## src/rtl/ones_comp_seq_div.sv

```systemverilog
// ones_comp_seq_div: multi-cycle ones'-complement divider.
//
// Divides a 30-bit AGC double-precision dividend by a 15-bit
// ones'-complement divisor, giving a 15-bit quotient and a 15-bit remainder.
// The core performs restoring division on 14-bit magnitudes and resolves
// ITER_PER_CYCLE quotient bits per ITERATE cycle. ITER_PER_CYCLE must divide
// 14, so the legal values are 1, 2, 7 and 14.
//
// Optional build macro ONES_COMP_DIV_ZERO_BYPASS_EN: when it is defined, an
// error-free zero dividend skips ITERATE and reaches FINISH directly.
//
// Handshake: start is sampled only while the block is IDLE, and the operands
// are captured on that same edge. busy stays high from the next cycle through
// FINISH. done is a one-cycle pulse in the cycle after FINISH. quot, remain
// and div_error are valid while done is high and hold until the next FINISH
// or reset.
module ones_comp_seq_div #(
   parameter int ITER_PER_CYCLE = 1
) (
   input  logic        clock,
   input  logic        reset,
   input  logic        start,
   input  logic [29:0] numer,
   input  logic [14:0] denom,
   output logic        busy,
   output logic        done,
   output logic [14:0] quot,
   output logic [14:0] remain,
   output logic        div_error
);

   typedef enum logic [1:0] {
      IDLE    = 2'd0,
      SETUP   = 2'd1,
      ITERATE = 2'd2,
      FINISH  = 2'd3
   } state_t;

   // The bit counter value at which the final group of quotient bits resolves.
   localparam logic [3:0] LAST_CNT = 4'(14 - ITER_PER_CYCLE);
   localparam logic [3:0] STEP_CNT = 4'(ITER_PER_CYCLE);

   state_t      state;

   // Operands captured when start is accepted.
   logic [29:0] numer_q;
   logic [14:0] denom_q;

   // Division working registers.
   logic [13:0] rem_q;     // partial remainder; always below dm_q between steps
   logic [13:0] lo_q;      // dividend bits that have not been consumed, MSB first
   logic [13:0] quo_q;     // quotient bits resolved so far
   logic [13:0] dm_q;      // divisor magnitude
   logic        sn_q;      // dividend sign, which the remainder also takes
   logic        sq_q;      // quotient sign
   logic        err_q;     // divide-by-zero or quotient overflow
   logic [3:0]  bit_cnt;   // quotient bits already resolved

   // SETUP decode: magnitudes, signs and the error decision.
   logic [13:0] hm;
   logic [13:0] lm;
   logic [13:0] dm;
   logic        hi_nz;
   logic        lo_nz;
   logic        opp_sign;
   logic        sn;
   logic        sq;
   logic        err;
   logic [27:0] n_mag;
`ifdef ONES_COMP_DIV_ZERO_BYPASS_EN
   logic        n_zero;
`endif

   // Decode the captured operands into magnitudes and signs, and detect errors.
   always_comb begin
      hm       = numer_q[29] ? ~numer_q[28:15] : numer_q[28:15];
      lm       = numer_q[14] ? ~numer_q[13:0]  : numer_q[13:0];
      dm       = denom_q[14] ? ~denom_q[13:0]  : denom_q[13:0];
      hi_nz    = (hm != 14'd0);
      lo_nz    = (lm != 14'd0);
      // Both +0 and -0 count as zero, so a zero word contributes no sign.
      if (hi_nz) begin
         sn = numer_q[29];
      end else if (lo_nz) begin
         sn = numer_q[14];
      end else begin
         sn = 1'b0;
      end
      opp_sign = hi_nz && lo_nz && (numer_q[29] != numer_q[14]);
      // With opposite signs the low word reduces the high word. Hm is at least
      // 1 and Lm is below 2^14, so the difference never goes negative.
      if (opp_sign) begin
         n_mag = {hm, 14'd0} - {14'd0, lm};
      end else begin
         n_mag = {hm, lm};
      end
      sq  = sn ^ denom_q[14];
      // The quotient overflows 14 bits when the upper half of N reaches Dm.
      err = (dm == 14'd0) || (n_mag[27:14] >= dm);
`ifdef ONES_COMP_DIV_ZERO_BYPASS_EN
      n_zero = (n_mag == 28'd0);
`endif
   end

   // ITERATE datapath: one restoring-division step for each quotient bit.
   logic [13:0] rem_it;
   logic [13:0] lo_it;
   logic [13:0] quo_it;
   logic [14:0] rem_sh;

   // Resolve ITER_PER_CYCLE quotient bits, MSB first, from the registered state.
   always_comb begin
      rem_it = rem_q;
      lo_it  = lo_q;
      quo_it = quo_q;
      rem_sh = 15'd0;
      for (int i = 0; i < ITER_PER_CYCLE; i++) begin
         // R' = 2R + next bit, which is below 2*Dm and so needs 15 bits.
         // After the subtract, R is below Dm again and fits in 14 bits.
         rem_sh = {rem_it, lo_it[13]};
         lo_it  = {lo_it[12:0], 1'b0};
         if (rem_sh >= {1'b0, dm_q}) begin
            rem_it = 14'(rem_sh - {1'b0, dm_q});
            quo_it = {quo_it[12:0], 1'b1};
         end else begin
            rem_it = rem_sh[13:0];
            quo_it = {quo_it[12:0], 1'b0};
         end
      end
   end

   // Control FSM plus the registered datapath and outputs.
   always_ff @(posedge clock) begin
      if (reset) begin
         state     <= IDLE;
         busy      <= 1'b0;
         done      <= 1'b0;
         quot      <= 15'o00000;
         remain    <= 15'o00000;
         div_error <= 1'b0;
         numer_q   <= 30'd0;
         denom_q   <= 15'd0;
         rem_q     <= 14'd0;
         lo_q      <= 14'd0;
         quo_q     <= 14'd0;
         dm_q      <= 14'd0;
         sn_q      <= 1'b0;
         sq_q      <= 1'b0;
         err_q     <= 1'b0;
         bit_cnt   <= 4'd0;
      end else begin
         done <= 1'b0;
         case (state)
            IDLE: begin
               if (start) begin
                  numer_q <= numer;
                  denom_q <= denom;
                  busy    <= 1'b1;
                  state   <= SETUP;
               end
            end

            SETUP: begin
               sn_q    <= sn;
               sq_q    <= sq;
               err_q   <= err;
               dm_q    <= dm;
               rem_q   <= n_mag[27:14];
               lo_q    <= n_mag[13:0];
               quo_q   <= 14'd0;
               bit_cnt <= 4'd0;
               if (err) begin
                  state <= FINISH;
`ifdef ONES_COMP_DIV_ZERO_BYPASS_EN
               end else if (n_zero) begin
                  // A zero dividend gives Q=0 and R=0. Those values are already
                  // loaded above, so FINISH can produce the result directly.
                  state <= FINISH;
`endif
               end else begin
                  state <= ITERATE;
               end
            end

            ITERATE: begin
               rem_q   <= rem_it;
               lo_q    <= lo_it;
               quo_q   <= quo_it;
               bit_cnt <= bit_cnt + STEP_CNT;
               if (bit_cnt == LAST_CNT) begin
                  state <= FINISH;
               end
            end

            FINISH: begin
               if (err_q) begin
                  // Saturate to the largest magnitude that carries the quotient sign.
                  quot      <= sq_q ? 15'o40000 : 15'o37777;
                  remain    <= 15'o00000;
                  div_error <= 1'b1;
               end else begin
                  // Signs are applied even to zero magnitudes, so -0 results can appear.
                  quot      <= sq_q ? {1'b1, ~quo_q} : {1'b0, quo_q};
                  remain    <= sn_q ? {1'b1, ~rem_q} : {1'b0, rem_q};
                  div_error <= 1'b0;
               end
               done  <= 1'b1;
               busy  <= 1'b0;
               state <= IDLE;
            end

            default: begin
               state <= IDLE;
            end
         endcase
      end
   end

endmodule

```

## config.mk

```make
export PLATFORM = sky130hd
export DESIGN_NAME = ones_comp_seq_div
export DESIGN_NICKNAME = d
export VERILOG_FILES = /design/src/rtl/ones_comp_seq_div.sv
export SDC_FILE = /design/constraint.sdc
export NUM_CORES = 1
export LEC_CHECK = 0
export CORE_MARGIN = 2
export CORE_UTILIZATION = 40
export DETAILED_ROUTE_END_ITERATION = 16
export MAX_ROUTING_LAYER = met4
export PLACE_DENSITY = 0.65
export SLEW_MARGIN = 20
export SYNTH_ARGS = -nofsm -noshare
export SYNTH_HDL_FRONTEND = slang
export SYNTH_SLANG_ARGS = --single-unit
export TNS_END_PERCENT = 100
```

## constraint.sdc

```tcl
create_clock -name clock -period 5.2 [get_ports clock]
set_clock_uncertainty 0.05 [all_clocks]
set_input_delay 0.52 -clock clock [delete_from_list [all_inputs] [get_ports clock]]
set_output_delay 0.52 -clock clock [all_outputs]
set_load 0.05 [all_outputs]
```

==> results.yml <==
drt:
  dr_total_vias: 7444
  drc: 0
  detail-route-antenna-nets: 0
  routedWlPerCell_microns: 15.0
  wirelength_microns: 20800
  drt_pass1_iterations: 5
  drt_first_iter_violations: 529
  viasPerCell: 5.37
global_route:
  grt_pass1_wl_microns: 34300
  grt_usage_pct: 19.7
  overflow: 0
  antenna_found_initial: 0
  grt_max_degree: 63
  grt_pass1_vias: 6736
setup_path:
  cp.arrival_ns: 4.63
  reg2reg_from: "numer_q[29]"
  r2r_setup_slack_ns: 0.80
  path_max_fanout: 15
  reg2reg_to: "err_q"
  worstSetupStartpointType: "flop"
  crit_type: "reg2reg"
  crit_required_ns: 5.43
  critPathLaunch: "numer_q[29]"
  r2r_cells: 15
  critPathCaptureType: "flop"
final_layout:
  antennaDiodeCount: 0
  nNetsFinal: 1189
  synthToLayoutAreaGrowth_pct: 17.9
  drive_above_1_share_pct: 5.91
  final_cell_count_no_fill: 1387
  final_util_pct: 48.4
  fill_cells: 2062
power_and_ir_drop:
  pwr-share-comb_pct: 54.0
  vdd_drop_max_uv: 384
  p_sw_mw: 2.70
  power_frac_seq_pct: 26.0
  p_int_mw: 3.42
  p_sw_share_pct: 44.2
  finalPower_mw: 6.12
  power_density_mw_per_mm2: 621
  p_leak_nw: 3.74
  p_clk_share_pct: 20.0
synthesis:
  mappedNetlistArea_sq_mm: 0.00835
  ys_async_sr_fraction_pct: 0
  ys_seq_elements: 143
  synth_ff_type: "dfxtp_1"
  synth_cell_types: 67
  synth-edff-count: 0
  synthTopCellsByCount: "nand2_1, dfxtp_1, nor2_1"
  syn-num-nets: 1158
  netlist_top_cells_area: "dfxtp_1, nand2_1, a21oi_1, xnor2_1, nor2_1"
  yosysSeqAreaShare_pct: 34.3
  yosys.area.top_type_share_pct: 34.3
  yosysMostFrequentCell: "nand2_1"
  syn_avg_cell_area_sq_um: 7.78
  synth_top_area_cell: "dfxtp_1"
  yosys_warnings: 0
  syn_inst: 1074
die:
  fp.coreArea_sq_mm: 0.0204
  dieArea_sq_mm: 0.0221
  num_io_pins: 81
  die_y_microns: 149
  die_w_microns: 149
  start_util_pct: 41.0
  rows: 52
placement:
  gp_congestion: 0.889
  hpwl_microns: 14500
  portBuffers: 80
  placed_cells: 1356
sta:
  hold_violations: 0
  final_max_slew_viol_count: 0
  setup_tns_ns: 0
  tightest_slew_ns: 0.986
  finalCriticalPeriod_ns: 4.40
  setup_violations: 0
  period_share_pct: 84.6
  slew_headroom_pct: 34.1
  grt_setup_unrepaired: "false"
  max_freq_mhz: 227
hold_path:
  hp-class: "reg2reg"
  min_to: "quo_q[13]"
  min_from: "quo_q[13]"
  min_path_cells: 2
status:
  status: "finished, final reports clean"
clock_network:
  worst_skew_pair.late_latency_ns: 0.43
  cts_hold_buffers: 0
  cts_max_path_buffers: 2
  cts_made_buffers: 17
  clockRootBuffer: "clkbuf_16"
  cts_tree: "done"
  cts_resized: 0
  clkTransAtPathRegs_ns: 0.06
  cts_setup_buffers: 0
  clock-sinks: 143
  cts-htree-levels: 4
flow_run:
  drv_cap: 0
-- logic make-up (layout without fill, tap and decap cells) --
kind of cell	after synthesis	count (layout)	synth area share [%]
flip-flops	143	143	34.3
multiplexers	34	34	4.21
AND/OR/NAND/NOR	402	402	22.0
AO/OA/AOI/OAI	250	250	18.9
buffers and inverters	120	163	5.78
XOR/XNOR	89	89	9.33
adder cells (fa/ha/maj)	36	36	5.48
-- per-layer routing --
layer | up-vias | share of wire [%] | track usage [%]
li1 | 3775 | - | -
met1 | 3429 | 50 | 27.2
met2 | 219 | 44 | 29.6
met3 | 21 | 4.7 | 3.28
met4 | 0 | 1.3 | 5.86
met5 | - | 0 | -
-- worst max path at each step --
stage / end / slack, ns / cells after the start
6_report: err_q / 0.80 / 15
5_1_grt: err_q / 0.33 / 15
4_1_cts: err_q / 0.77 / 15
3_5_place_dp: err_q / 0.80 / 15
3_3_place_gp: err_q / 0.89 / 15
2_1_floorplan: err_q / 0.74 / 20
-- flip-flops by register name, indices dropped and copies added (netlist names) --
register / flops
remain: 15
done: 1
quot: 15
sq_q: 1
bit_cnt: 4
busy: 1
err_q: 1
quo_q: 14
sn_q: 1
div_error: 1
state: 2
numer_q: 30
dm_q: 14
denom_q: 15
rem_q: 14
lo_q: 14
-- through the flow --
step,hold WS [ns],instance area (sq um),setup WS (ns)
after floorplan,0.391,8350,0.736
after CTS,0.415,9850,0.765
after detailed placement,0.405,9260,0.800
after global placement,0.402,9260,0.892
final,0.414,9850,0.801
after global routing,0.432,9850,0.335
-- critical path: stages (launching register included) --
cell,delay [ns]
dfxtp_1,0.62
buf_4,0.27
and4_1,0.24
a32oi_1,0.13
or4_1,0.82
o21a_1,0.35
a31oi_1,0.25
xor2_1,0.22
ha_1,0.27
a21o_1,0.16
a21o_1,0.17
a21o_1,0.17
a21oi_1,0.14
o211ai_1,0.09
a21oi_1,0.20
a211oi_1,0.10
-- cell usage in the layout (no fill, tap or decap), drive strengths merged, types with 5 or more instances in the layout --
master	synthesis	routed
a211oi	28	28
a21o	8	8
a21oi	115	115
a31oi	17	17
and3	10	10
buf	25	15
clkbuf	57	19
clkdlybuf4s50	0	79
clkinvlp	0	5
dfxtp	143	143
ha	35	35
inv	38	39
mux2	6	6
mux2i	28	28
nand2	155	155
nand2b	9	9
nand3	26	26
nand4	10	10
nor2	117	117
nor2b	23	23
nor3	14	14
nor3b	8	8
nor4	5	5
o21ai	24	24
o22ai	6	6
or3	6	6
xnor2	58	58
xor2	31	31
-- final cells by class --
type / count / area (sq um) / area share (%)
clock inverter: 12 / 138 / 1.40
inverter: 38 / 143 / 1.45
timing repair buffer: 94 / 903 / 9.17
sequential: 143 / 2860 / 29.1
multi-input combinational: 811 / 5010 / 50.9
clock buffer: 19 / 453 / 4.60
tap: 270 / 338 / 3.43
-- power by group through the flow --
stage | clock network (mW) | registers, mW | logic, mW
CTS | 1.25 | 1.59 | 3.29
global placement | 0 | 1.61 | 3.23
global route | 1.29 | 1.62 | 3.69
floorplan | 0 | 1.49 | 2.63
finish | 1.22 | 1.59 | 3.31
detailed placement | 0 | 1.61 | 3.27
Power figures use the tool's default switching activity.
